===== src/rtl/mw_writeback_stage.sv =====
// -----------------------------------------------------------------------------
// mw_writeback_stage
//   M/W pipeline register and writeback datapath of the 5-stage MIPS core.
//   Latches the M-stage result, extends load data, selects the write-back
//   value, and drives the register-file write port plus the W-stage
//   forwarding bus. Also counts retired instructions and flags misaligned
//   loads with a sticky error bit.
//
// Ports
//   clk, reset        system clock, synchronous active-high reset
//   m_valid           M stage holds a real instruction (0 = bubble)
//   m_pc, m_a3, m_we  PC, destination register and write request from M
//   m_wd_sel          0=ALU, 1=MEM, 2=PC+8, 3=ALU
//   m_ld_type         0=LW, 1=LBU, 2=LB, 3=LHU, 4=LH, others=LW
//   m_alu_res         ALU result; bits [1:0] are the load byte offset
//   m_mem_rdata       aligned word read from data memory
//   w_a3, w_wd, w_we  register-file write port
//   w_pc              PC of the W-stage instruction (write trace)
//   w_fwd_valid       forwarding bus valid (write to a non-zero register)
//   w_valid           W holds a real instruction
//   w_err             sticky misaligned-load flag
//   w_retired         retired-instruction counter (wraps)
//
// Transfer semantics: there is no ready/stall. Whatever M presents on a
// posedge with m_valid=1 is accepted and appears on the W outputs after that
// edge; m_valid=0 inserts a bubble.
// -----------------------------------------------------------------------------
module mw_writeback_stage #(
  parameter logic [31:0] RESET_PC = 32'h0000_3000
) (
  input  logic        clk,
  input  logic        reset,
  input  logic        m_valid,
  input  logic [31:0] m_pc,
  input  logic [4:0]  m_a3,
  input  logic        m_we,
  input  logic [1:0]  m_wd_sel,
  input  logic [2:0]  m_ld_type,
  input  logic [31:0] m_alu_res,
  input  logic [31:0] m_mem_rdata,
  output logic [4:0]  w_a3,
  output logic [31:0] w_wd,
  output logic        w_we,
  output logic [31:0] w_pc,
  output logic        w_fwd_valid,
  output logic        w_valid,
  output logic        w_err,
  output logic [31:0] w_retired
);

  localparam logic [1:0] SEL_MEM = 2'd1;
  localparam logic [1:0] SEL_PC8 = 2'd2;

  localparam logic [2:0] LD_LBU = 3'd1;
  localparam logic [2:0] LD_LB  = 3'd2;
  localparam logic [2:0] LD_LHU = 3'd3;
  localparam logic [2:0] LD_LH  = 3'd4;

  logic        valid_q;
  logic [31:0] pc_q;
  logic [4:0]  a3_q;
  logic        we_q;
  logic [1:0]  wd_sel_q;
  logic [2:0]  ld_type_q;
  logic [31:0] alu_q;
  logic [31:0] mem_q;
  logic        err_q;
  logic [31:0] retired_q;

  logic [1:0]  off;
  logic [7:0]  byte_sel;
  logic [15:0] half_sel;
  logic [31:0] load_ext;
  logic        misaligned;
  logic [31:0] wd;

  always_ff @(posedge clk) begin
    if (reset) begin
      valid_q   <= 1'b0;
      pc_q      <= RESET_PC;
      a3_q      <= 5'd0;
      we_q      <= 1'b0;
      wd_sel_q  <= 2'd0;
      ld_type_q <= 3'd0;
      alu_q     <= 32'd0;
      mem_q     <= 32'd0;
      err_q     <= 1'b0;
      retired_q <= 32'd0;
    end else begin
      valid_q   <= m_valid;
      pc_q      <= m_pc;
      // Bubbles carry no destination so nothing downstream can match on them.
      a3_q      <= m_valid ? m_a3 : 5'd0;
      we_q      <= m_valid & m_we;
      wd_sel_q  <= m_wd_sel;
      ld_type_q <= m_ld_type;
      alu_q     <= m_alu_res;
      mem_q     <= m_mem_rdata;
      // The instruction currently in W retires on this edge.
      if (valid_q) retired_q <= retired_q + 32'd1;
      if (misaligned) err_q <= 1'b1;
    end
  end

  always_comb begin
    off = alu_q[1:0];

    byte_sel = mem_q[7:0];
    case (off)
      2'd0: byte_sel = mem_q[7:0];
      2'd1: byte_sel = mem_q[15:8];
      2'd2: byte_sel = mem_q[23:16];
      2'd3: byte_sel = mem_q[31:24];
      default: byte_sel = mem_q[7:0];
    endcase

    half_sel = off[1] ? mem_q[31:16] : mem_q[15:0];

    case (ld_type_q)
      LD_LBU:  load_ext = {24'd0, byte_sel};
      LD_LB:   load_ext = {{24{byte_sel[7]}}, byte_sel};
      LD_LHU:  load_ext = {16'd0, half_sel};
      LD_LH:   load_ext = {{16{half_sel[15]}}, half_sel};
      default: load_ext = mem_q;
    endcase

    // Halfword loads need even offsets; word loads (including the unused
    // ld_type codes, which behave as LW) need offset 0.
    misaligned = 1'b0;
    if (valid_q && wd_sel_q == SEL_MEM) begin
      case (ld_type_q)
        LD_LBU, LD_LB: misaligned = 1'b0;
        LD_LHU, LD_LH: misaligned = off[0];
        default:       misaligned = (off != 2'd0);
      endcase
    end

    case (wd_sel_q)
      SEL_MEM: wd = load_ext;
      SEL_PC8: wd = pc_q + 32'd8;
      default: wd = alu_q;
    endcase
  end

  assign w_a3        = a3_q;
  assign w_wd        = wd;
  assign w_we        = valid_q & we_q & ~misaligned;
  assign w_pc        = pc_q;
  assign w_fwd_valid = w_we & (a3_q != 5'd0);
  assign w_valid     = valid_q;
  assign w_err       = err_q;
  assign w_retired   = retired_q;

endmodule


===== config.mk =====
export PLATFORM = sky130hd
export DESIGN_NAME = mw_writeback_stage
export DESIGN_NICKNAME = d
export VERILOG_FILES = /design/src/rtl/mw_writeback_stage.sv
export SDC_FILE = /design/constraint.sdc
export NUM_CORES = 1
export LEC_CHECK = 0
export CAP_MARGIN = 20
export CORE_ASPECT_RATIO = 1.25
export CORE_MARGIN = 8
export CORE_UTILIZATION = 65
export CTS_BUF_LIST = sky130_fd_sc_hd__clkbuf_8
export DETAILED_ROUTE_END_ITERATION = 8
export DONT_BUFFER_PORTS = 1
export PLACE_DENSITY_LB_ADDON = 0.05
export RECOVER_POWER = 100
export SLEW_MARGIN = 20
export SYNTH_ARGS = -nofsm -noshare
export SYNTH_HDL_FRONTEND = slang
export SYNTH_SLANG_ARGS = --single-unit

===== constraint.sdc =====
create_clock -name clk -period 8.07 [get_ports clk]
set_input_delay 2.421 -clock clk [delete_from_list [all_inputs] [get_ports clk]]
set_output_delay 2.421 -clock clk [all_outputs]
set_load 0.005 [all_outputs]

After elaboration in Yosys (flattened, before gate mapping)
Index checks and enable logic that the tools add are counted.
{ "op_classes": {"add_sub_neg": 2, "eq_ne": 9, "n_mux": 6, "bitwise": 6, "reduce_logical": 7} }
{ "ops": {"columns": ["operator", "n"], "rows": [
  ["one-hot mux 32 bit (4 select lines)", 1],
  ["one-hot mux 32 bit (2 select lines)", 1],
  ["adder 32 x 1 -> 32 bit, second input constant", 1],
  ["adder 32 x 4 -> 32 bit, second input constant", 1],
  ["one-hot mux 8 bit (4 select lines)", 1],
  ["two-way mux 16 bit", 1],
  ["equality test 2 bit, second input constant", 3],
  ["equality test 3 x 2 -> 1 bit, second input constant", 2],
  ["OR reduction 2 bit", 3],
  ["nonzero test 5 bit", 1],
  ["AND 1 bit", 4],
  ["equality test 2 x 1 -> 1 bit, second input constant", 2],
  ["equality test 3 x 1 -> 1 bit, second input constant", 1],
  ["equality test 3 bit, second input constant", 1],
  ["zero test 2 bit", 1],
  ["NOT 1 bit", 2],
  ["one-hot mux 1 bit (2 select lines)", 1],
  ["nonzero test 2 bit", 1],
  ["logical AND 1 bit", 1],
  ["two-way mux 1 bit", 1]
]} }
{ "totals": {"register_bits": 141, "in_bits": 110, "out_inout_bits": 105} }

Logic depth before layout (Yosys ltp)
Gate-level depths: netlist of run 1.
{ "logic_depth": {"word_depth": 7, "mapped_depth": 7} }

Worst setup path after synthesis of run 1
No wires, ideal clock.
{ "synth_path": {"kind": "reg-to-output", "start": "register pc_q[3], in the netlist w_pc[3]", "end": "output w_wd[25]", "arrival_time_ps": 1875, "setup_slack_ps": 3774, "stages_incl_launch_ff": 8, "n_path_buf": 1, "cell_sequence": "dfxtp_1 > ha_1 > and4_1 > clkbuf_1 > nand3_1 > or2_2 > o41a_1 > o211ai_2"} }
{ "synth_via": {"elab_chain_cells": 2} }
{ "synth_rtl": {"columns": ["element", "line_no", "source"], "rows": [
  ["from (decl)", "60", "logic [31:0] pc_q;"],
  ["from (signal assigned)", "91", "pc_q <= m_pc;"],
  ["adder 32 x 4 -> 32 bit", "140", "SEL_PC8: wd = pc_q + 32'd8;"],
  ["one-hot mux 32 bit (2 select lines)", "138", "case (wd_sel_q)"],
  ["to (decl)", "42", "output logic [31:0] w_wd,"]
]} }
No other way between the ends.

Final worst setup path of run 1
{ "layout_path": {"start": "register wd_sel_q[0]", "end": "output w_wd[22]"} }
{ "layout_via": {"elab_chain_cells": 2} }
{ "layout_rtl": {"columns": ["element", "line_no", "source"], "rows": [
  ["from (decl)", "63", "logic [1:0] wd_sel_q;"],
  ["from (signal assigned)", "95", "wd_sel_q <= m_wd_sel;"],
  ["equality test 2 bit or equality test 2 x 1 -> 1 bit (tied branches)", "138", null],
  ["one-hot mux 32 bit (2 select lines) *", "138", null]
]} }
Mark *: on every way between the ends. The rest lies on a longest branch, timed or not.

==> summary.md, run 1 <==
| Metric | Value |
|---|---|
| Mapped Cells | 701 |
| Top-Level Pins | 215 |
| Critical Path RT | 5.65 ns |
| Die area | 0.0131 mm^2 |
| CTS tree | built |
| Post-route cell area | 0.00668 mm^2 |
| Crit path max fanout | 39 |
| Clock power share | 40.4% |
| Final worst setup slack | 1.88 ns |
| TNS Setup | 0 ns |
| Die Wd | 104 um |
| Seq pwr share | 52.3% |
| Post-CTS Setup Inserts | 0 |
| Fillers | 785 |
| Clock root buffer | clkbuf_8 |
| Number of synthesized flops with an enable pin | 0 |
| Core Rows | 40 |
| Leak Pwr | 0.00232 uW |
| Most common cell after layout, fill and taps aside | dfxtp_1 |
| Fin. max-slew vios | 40 |
| Most frequent cells in the layout | dfxtp_1, nor2b_1, nor2_1 |
| Violated checks | max-capacitance violations, max-slew violations |
| Num CTS Buffers | 17 |
| Initial antenna violation count | 5 |
| Status | finished, violations left |
| Combinational power share | 7.4% |
| PortBufs | 0 |
| Drt total wl | 18.3 mm |
| Prevailing post-synth register cell | dfxtp_1 |
| Final Hold Viols | 0 |
| DR vias | 5110 |
| Final net count | 791 |
| Mean Syn Cell Area | 9.00 um^2 |
| Share of cells above drive strength 1 | 5.65% |
| Core area | 0.00951 mm^2 |
| Worst-margin pin slew | 1.82 ns |
| HPWL Detailed | 13.4 mm |
| Switching power | 370 uW |
| # DRC | 0 |
| Post-synth design cell area | 0.00631 mm^2 |
| Gates resized, CTS repair | 0 |
| Worst hold path class | reg -> reg |
| Largest family of logic cells by synthesized area | simple AND/OR/NAND/NOR gates |
| Via-per-instance ratio | 6.22 |
| Net Count, Synth | 815 |
| Clock Latency Late Sink | 0.44 ns |
| Endpoint type of the worst setup path | primary output |
| P per Cell Area | 218 mW/mm^2 |
| Vias in the first global route | 5031 |
| Final worst-path cycle share | 76.7% |
| Synth Area in XOR/XNOR | 7.91% |
| Compound-Gate Fraction of Synth Area | 11.4% |
| Starting Density | 66.4% |
| Max Fclk | 162 MHz |
| GRT Total Usage | 26.8% |
| Switching part of the total | 25.4% |
| Max-cap viol count | 1 |
| Total iterations of the first detailed-routing run | 5 |
| H-Tree Depth | 4 |
| Internal power | 1080 uW |
| Remaining antenna violation count | 0 |
| Post-synthesis adder-cell area fraction | 0.793% |
| Area growth, synth to finish | 5.85% |
| Die height | 126 um |
| Post-place instance area | 0.00630 mm^2 |
| Peak supply drop | 0.134 mV |
| Clock sinks | 141 |
| Unique masters post-synth | 53 |
| Setup-failing EPs final | 0 |
| Clock skew | 0.00537 ns |
| GP Congestion | 0.929 |
| Crit start category | flop |
| Critical path class | reg -> out |
| Worst EP arrival | 3.77 ns |
| First-pass GRT wire length | 27.7 mm |
| Pin count of the biggest net entering global routing | 136 |
| Async set-reset flop share out of synthesis | 0% |
| Hold-fix buffers, CTS | 0 |
| Placement Setup Slack | 3.03 ns |
| Synth warn | 0 |
| WL/cell | 22.2 um |
| Final period demand of the worst path | 6.19 ns |
| Rel. slew slack | -21.4% |
| DRT iter0 DRCs | 408 |
| Maximum buffer depth of the clock tree | 2 |
| Worst-path clk slew | 0.08 ns |
| Seq/Total Area, Yosys | 44.7% |
| Synth Area in Simple Gates | 28.3% |
| Post-synthesis register bit count | 141 |
| Total gr overflow | 0 |
| RSZ-0062 raised after global routing | no |
| Post-synthesis mux area share | 3.23% |
| Min Hold Slack | 0.520 ns |
[synth_stat cells, drive strengths merged, types with 2 or more instances]
master  instances  area share (%)
dfxtp         141              45
nor2b         107              11
nor2           64             3.8
nand2          48             2.9
xnor2          44             6.1
clkbuf         34             2.0
nand3          25             2.0
o221ai         25             4.1
o21ai          20             1.6
a22oi          18             2.1
mux2i          17             2.7
nand4          16             1.7
nor3           14             1.1
inv            13            0.77
nor4           13             1.3
xor2           13             1.8
and2           11             1.1
buf            10            0.89
and3            9            0.89
o211ai          8             1.0
and4            7            0.97
a21oi           6            0.48
ha              4            0.79
nand2b          3            0.30
or2             3            0.30
or3             3            0.30
a222oi          2            0.32
and4b           2            0.32
nor3b           2            0.24
o31ai           2            0.24
or4             2            0.24
[flip-flops by register name, indices dropped and copies added (netlist names)]
signal,flops
w_pc,32
wd_sel_q,2
mem_q,32
we_q,1
ld_type_q,3
w_err,1
w_a3,5
w_retired,32
w_valid,1
alu_q,32
[kinds of logic after synthesis]
logic type | Yosys count
DFF | 141
AOI/OAI and AO/OA | 92
and+or+nand+nor | 331
adders and majority gates | 4
buffers and inverters | 57
xor gates and xnor gates | 57
muxes | 19
[stage by stage]
stage                     cells  power, uW  util (%)
after floorplan             701        857         -
after global placement      784        882      66.2
after detailed placement    784        883      66.2
after CTS                   816       1470      70.6
after global routing        821       1510      70.2
final                       821       1450      70.2
[path summary, 6_finish.rpt]
| path | startpoint | to | slack (ns) | cells after the start |
|---|---|---|---|---|
| hold reg to reg | w_err | w_err | 0.52 | 2 |
| setup / recovery | wd_sel_q[0] | w_wd[22] | 1.88 | 7 |
| hold / removal | w_err | w_err | 0.52 | 2 |
| setup reg to reg | alu_q[1] | w_err | 5.92 | 5 |
[critical path, cell delays in order (launching register included)]
cell and delay [ns]:
dfxtp_1 0.35, inv_1 0.05, ha_1 0.26, clkbuf_1 1.31
nand2b_1 0.40, or4_1 0.54, a2bb2oi_1 0.22, o21ai_0 0.18
[cell type report]
cell class | count | area [um^2] | area share, %
antenna | 5 | 12.5 | 0.187
timing repair buffer | 1 | 3.75 | 0.0562
inverter | 13 | 48.8 | 0.731
multi-input combinational | 503 | 3220 | 48.2
clock buffer | 18 | 248 | 3.71
tap | 126 | 158 | 2.36
clock inverter | 14 | 168 | 2.51
sequential | 141 | 2820 | 42.3
[layer usage]
metal	routed length, um	track usage (%)	up-vias
met4	754	15.5	0
met1	6760	29.4	2340
met5	0	0	-
met3	2160	11.5	54
li1	-	-	2387
met2	8590	42.4	329
[power groups by stage]
stage | logic, uW | registers, uW | clock network (uW)
2_1_floorplan | 98.6 | 758 | 0
3_3_place_gp | 107 | 775 | 0
3_5_place_dp | 109 | 775 | 0
4_1_cts | 109 | 759 | 598
5_1_grt | 117 | 763 | 628
6_report | 107 | 760 | 587
No activity file was read; power rests on OpenSTA's default activity.
==> run 2: changes to the inputs <==
==> constraint.sdc (replaced) <==
create_clock -name clk -period 6.35 [get_ports clk]
set_input_delay 1.905 -clock clk [delete_from_list [all_inputs] [get_ports clk]]
set_output_delay 1.905 -clock clk [all_outputs]
set_load 0.005 [all_outputs]
==> run 2 against run 1 <==
The flow still finishes with violations (max-capacitance violations, max-slew violations). Non-clock buffer count increased by 1. Clock power increased by 27%. Register-to-register slack worse by 1.6 ns. Via count down 0.41%. Critical endpoint is now w_wd[18]. Highest routed layer is now met5.
==> summary.md, run 2 (synthesized netlist as in run 1, its figures left out) <==
| Metric | Value |
|---|---|
| Slowest CP cell | xnor2_1 |
| P per Cell Area | 277 mW/mm^2 |
| Final period demand of the worst path | 5.21 ns |
| Final net count | 792 |
| Area growth, synth to finish | 5.73% |
| HPWL Detailed | 13.3 mm |
| Post-place instance area | 0.00630 mm^2 |
| Final worst-path cycle share | 82.1% |
| Switching part of the total | 25.3% |
| Met3 wire length | 2.00 mm |
| Worst-path cell chain | nor2_1 > xnor2_1 > o21ai_0 > nor3_1 > a221o_1 |
| Top sig layer | met5 |
| Hold-fix buffers, CTS | 0 |
| Worst R2R Start | w_retired[0] |
| Pin count of the biggest net entering global routing | 136 |
| Crit path max fanout | 24 |
| Combinational power share | 7.5% |
| TNS Setup | 0 ns |
| Clock sinks | 141 |
| Most common cell after layout, fill and taps aside | dfxtp_1 |
| Gates resized, CTS repair | 0 |
| Core Rows | 40 |
| # DRC | 0 |
| H-Tree Depth | 4 |
| Share of cells above drive strength 1 | 5.51% |
| Non-Filler Instances | 820 |
| Critical Path RT | 4.45 ns |
| Clock Latency Late Sink | 0.43 ns |
| Clock root buffer | clkbuf_8 |
| Crit. path cell count | 5 |
| Initial antenna violation count | 5 |
| Crit path capture | w_wd[18] |
| Violated checks | max-capacitance violations, max-slew violations |
| RSZ-0062 raised after global routing | no |
| WL met2 | 8.59 mm |
| Clock power share | 40.4% |
| Worst setup startpoint | ld_type_q[0] |
| Final worst setup slack | 1.14 ns |
| DR vias | 5089 |
| Final Hold Viols | 0 |
| Placed cells | 785 |
| Crit start category | flop |
| Crit-path leading delay family | XOR/XNOR gates |
| RR Endpoint | w_retired[24] |
| Rel. slew slack | -20.2% |
| Total iterations of the first detailed-routing run | 8 |
| Worst EP arrival | 3.31 ns |
| Maximum buffer depth of the clock tree | 2 |
| Leak Pwr | 0.00232 uW |
| Switching power | 467 uW |
| Placement Setup Slack | 1.91 ns |
| Total Power | 1850 uW |
| DRT iter0 DRCs | 346 |
| Status | finished, violations left |
| M1 WL | 6.77 mm |
| Drt total wl | 17.8 mm |
| Max incr delay on CP | 1.38 ns |
| Vias in the first global route | 4995 |
| Starting Density | 66.4% |
| Setup-failing EPs final | 0 |
| Post-route cell area | 0.00667 mm^2 |
| Num CTS Buffers | 17 |
| FF-to-FF path depth | 6 |
| Post-CTS Setup Inserts | 0 |
| First-pass GRT wire length | 27.0 mm |
| GP Congestion | 0.937 |
| Register-to-register setup slack | 4.36 ns |
| Clock skew | 0.00700 ns |
| Die Wd | 104 um |
| Worst-path clk slew | 0.08 ns |
| CP Buf/Inv Count | 0 |
| Max Fclk | 192 MHz |
| Seq pwr share | 52.1% |
| Internal power | 1380 uW |
| Top-Level Pins | 215 |
| WL/cell | 21.7 um |
| Remaining antenna violation count | 0 |
| Via-per-instance ratio | 6.21 |
| Critical path class | reg -> out |
| Endpoint type of the worst setup path | primary output |
| Most frequent cells in the layout | dfxtp_1, nor2b_1, nor2_1 |
| Peak supply drop | 0.203 mV |
| Die area | 0.0131 mm^2 |
| Worst hold path class | reg -> reg |
| Worst-margin pin slew | 1.79 ns |
| CTS tree | built |
| Total gr overflow | 0 |
| Fin. max-slew vios | 25 |
| Die height | 126 um |
| Core area | 0.00951 mm^2 |
| GRT Total Usage | 25.9% |
| Max-cap viol count | 1 |
| PortBufs | 0 |
-- run 2: worst min-delay path by stage --
stage | startpoint | to | slack [ns] | cells after the start
4_1_cts | w_err | w_err | 0.52 | 2
2_1_floorplan | w_err | w_err | 0.46 | 2
3_3_place_gp | w_err | w_err | 0.51 | 2
3_5_place_dp | w_err | w_err | 0.51 | 2
5_1_grt | w_err | w_err | 0.54 | 2
6_report | w_err | w_err | 0.53 | 2
-- run 2: cell type report --
type                       instances  area [um^2]
fill                             734         2840
clock buffer                      18          248
timing repair buffer               2         15.0
multi-input combinational        503         3200
inverter                          13         48.8
clock inverter                    13          165
antenna                            4         10.0
sequential                       141         2820
tap                              126          158
-- run 2: per-layer routing --
layer | GRT usage (%) | vias to the layer above
li1 | - | 2394
met1 | 28.8 | 2348
met2 | 43.0 | 302
met3 | 10.8 | 43
met4 | 10.4 | 2
met5 | 0 | -
-- run 2: power groups by stage --
stage	clock [uW]	sequential, uW	combinational (uW)
2_1_floorplan	0	963	125
3_3_place_gp	0	982	139
3_5_place_dp	0	982	140
4_1_cts	755	962	141
5_1_grt	800	967	150
6_report	745	962	138
-- run 2: tightest hold or removal path, cell delays in order, from the launching register on --
cell     delay (ns)
dfxtp_1        0.34
nor2_1         0.11
nor2_1         0.04
-- run 2: per-stage QoR --
step                      hold WS [ns]  util [%]
after floorplan                  0.464         -
after global placement           0.507      66.3
after detailed placement         0.510      66.3
after CTS                        0.524      70.6
after global routing             0.540      70.2
final                            0.528      70.2
==> run 3: changes to the inputs <==
==> constraint.sdc (replaced) <==
create_clock -name clk -period 5 [get_ports clk]
set_input_delay 1.5 -clock clk [delete_from_list [all_inputs] [get_ports clk]]
set_output_delay 1.5 -clock clk [all_outputs]
set_load 0.005 [all_outputs]
==> run 3 against run 2 <==
The run now ends clean. Clock-buffer cell count down 1. Via count up 0.18%. Global-route usage up 0.28 points.
==> summary.md, run 3 (synthesized netlist as in run 1, its figures left out) <==
| Metric | Value |
|---|---|
| Max incr delay on CP | 0.74 ns |
| Clock sinks | 141 |
| RSZ-0062 raised after global routing | no |
| Num CTS Buffers | 17 |
| WL/cell | 21.8 um |
| Final worst setup slack | 0.739 ns |
| First-pass GRT wire length | 27.4 mm |
| Vias in the first global route | 4917 |
| PortBufs | 0 |
| Post-route cell area | 0.00670 mm^2 |
| Initial antenna violation count | 5 |
| Endpoint type of the worst setup path | primary output |
| Maximum buffer depth of the clock tree | 2 |
| Remaining antenna violation count | 0 |
| Combinational power share | 7.7% |
| Peak supply drop | 0.219 mV |
| FF-to-FF path depth | 6 |
| Internal power | 1740 uW |
| H-Tree Depth | 4 |
| Fin. max-slew vios | 0 |
| Post-place instance area | 0.00633 mm^2 |
| Worst-margin pin slew | 0.888 ns |
| Status | finished clean |
| Final worst-path cycle share | 85.2% |
| Max-cap viol count | 0 |
| Crit path max fanout | 38 |
| Worst hold path class | reg -> reg |
| Drt total wl | 17.9 mm |
| Cell depth of the worst hold path | 2 |
| Seq pwr share | 52.4% |
| Final period demand of the worst path | 4.26 ns |
| # DRC | 0 |
| Placement Setup Slack | 1.22 ns |
| Top-Level Pins | 215 |
| Slowest CP cell | nor2b_1 |
| Setup-failing EPs final | 0 |
| Total gr overflow | 0 |
| Post-CTS Setup Inserts | 0 |
| Final net count | 795 |
| Die area | 0.0131 mm^2 |
| Worst-path clk slew | 0.08 ns |
| Worst-path cell chain | inv_1 > ha_1 > buf_4 > nor2b_1 > nand2_1 > o221ai_1 |
| Hold-fix buffers, CTS | 0 |
| P per Cell Area | 348 mW/mm^2 |
| Total iterations of the first detailed-routing run | 5 |
| Via-per-instance ratio | 6.19 |
| Max Fclk | 235 MHz |
| Clock root buffer | clkbuf_8 |
| CTS tree | built |
| CP Buf/Inv Count | 2 |
| Crit start category | flop |
| Gates resized, CTS repair | 0 |
| Crit. path cell count | 6 |
| Die height | 126 um |
| Share of cells above drive strength 1 | 6.06% |
| Most frequent cells in the layout | dfxtp_1, nor2b_1, nor2_1 |
| Pin count of the biggest net entering global routing | 136 |
| Die Wd | 104 um |
| HPWL Detailed | 13.4 mm |
| Clock power share | 39.9% |
| Leak Pwr | 0.00234 uW |
| Rel. slew slack | 40.7% |
| TNS Setup | 0 ns |
| Min Hold Slack | 0.520 ns |
| Crit-path leading delay family | simple AND/OR/NAND/NOR gates |
| Starting Density | 66.4% |
| Core area | 0.00951 mm^2 |
| Area growth, synth to finish | 6.19% |
| Critical path class | reg -> out |
| Switching power | 593 uW |
| DR vias | 5098 |
| Clock skew | 0.00695 ns |
| Core Rows | 40 |
| Total Power | 2330 uW |
| Final Hold Viols | 0 |
| Critical Path RT | 3.50 ns |
| Switching part of the total | 25.5% |
| Clock Latency Late Sink | 0.43 ns |
| GRT Total Usage | 26.2% |
| DRT iter0 DRCs | 426 |
| Worst EP arrival | 2.76 ns |
| Most common cell after layout, fill and taps aside | dfxtp_1 |
| GP Congestion | 0.927 |
-- run 3: path summary, 6_finish.rpt --
kind,from,to,slack (ns)
hold / removal,w_err,w_err,0.52
hold reg to reg,w_err,w_err,0.52
setup / recovery,wd_sel_q[0],w_wd[1],0.74
setup reg to reg,w_retired[0],w_retired[30],2.99
-- run 3: cell type report --
type	instances	area [um^2]
diodes	5	12.5
clock buffers	17	234
repair buffers	5	37.5
multi-input cells	503	3220
well taps	126	158
fillers	756	2810
clock inverters	14	169
inverters	13	48.8
flip-flops and latches	141	2820
-- run 3: routing by layer --
metal	global-route usage [%]	wire length, um
met3	10.1	1920
met4	11.8	512
met1	30.0	6940
met5	0	0
met2	42.4	8570
-- run 3: per-stage QoR --
step	instances	util, %
2_1_floorplan	701	-
3_5_place_dp	788	66.5
4_1_cts	819	70.8
6_report	824	70.5
3_3_place_gp	788	66.5
5_1_grt	824	70.5
-- run 3: power by group through the flow --
stage	registers (uW)	clock network (uW)	logic (uW)
3_5_place_dp	1250	0	183
3_3_place_gp	1250	0	181
2_1_floorplan	1220	0	159
5_1_grt	1230	990	196
6_report	1220	929	180
4_1_cts	1220	940	184
-- run 3: worst register-to-register path: cells and delay by family (launching register included) --
kind / cells / cell delay, ns
flip-flops: 1 / 0.45
XOR/XNOR: 1 / 0.17
adder cells (fa/ha/maj): 1 / 0.20
AND/OR/NAND/NOR: 4 / 1.08
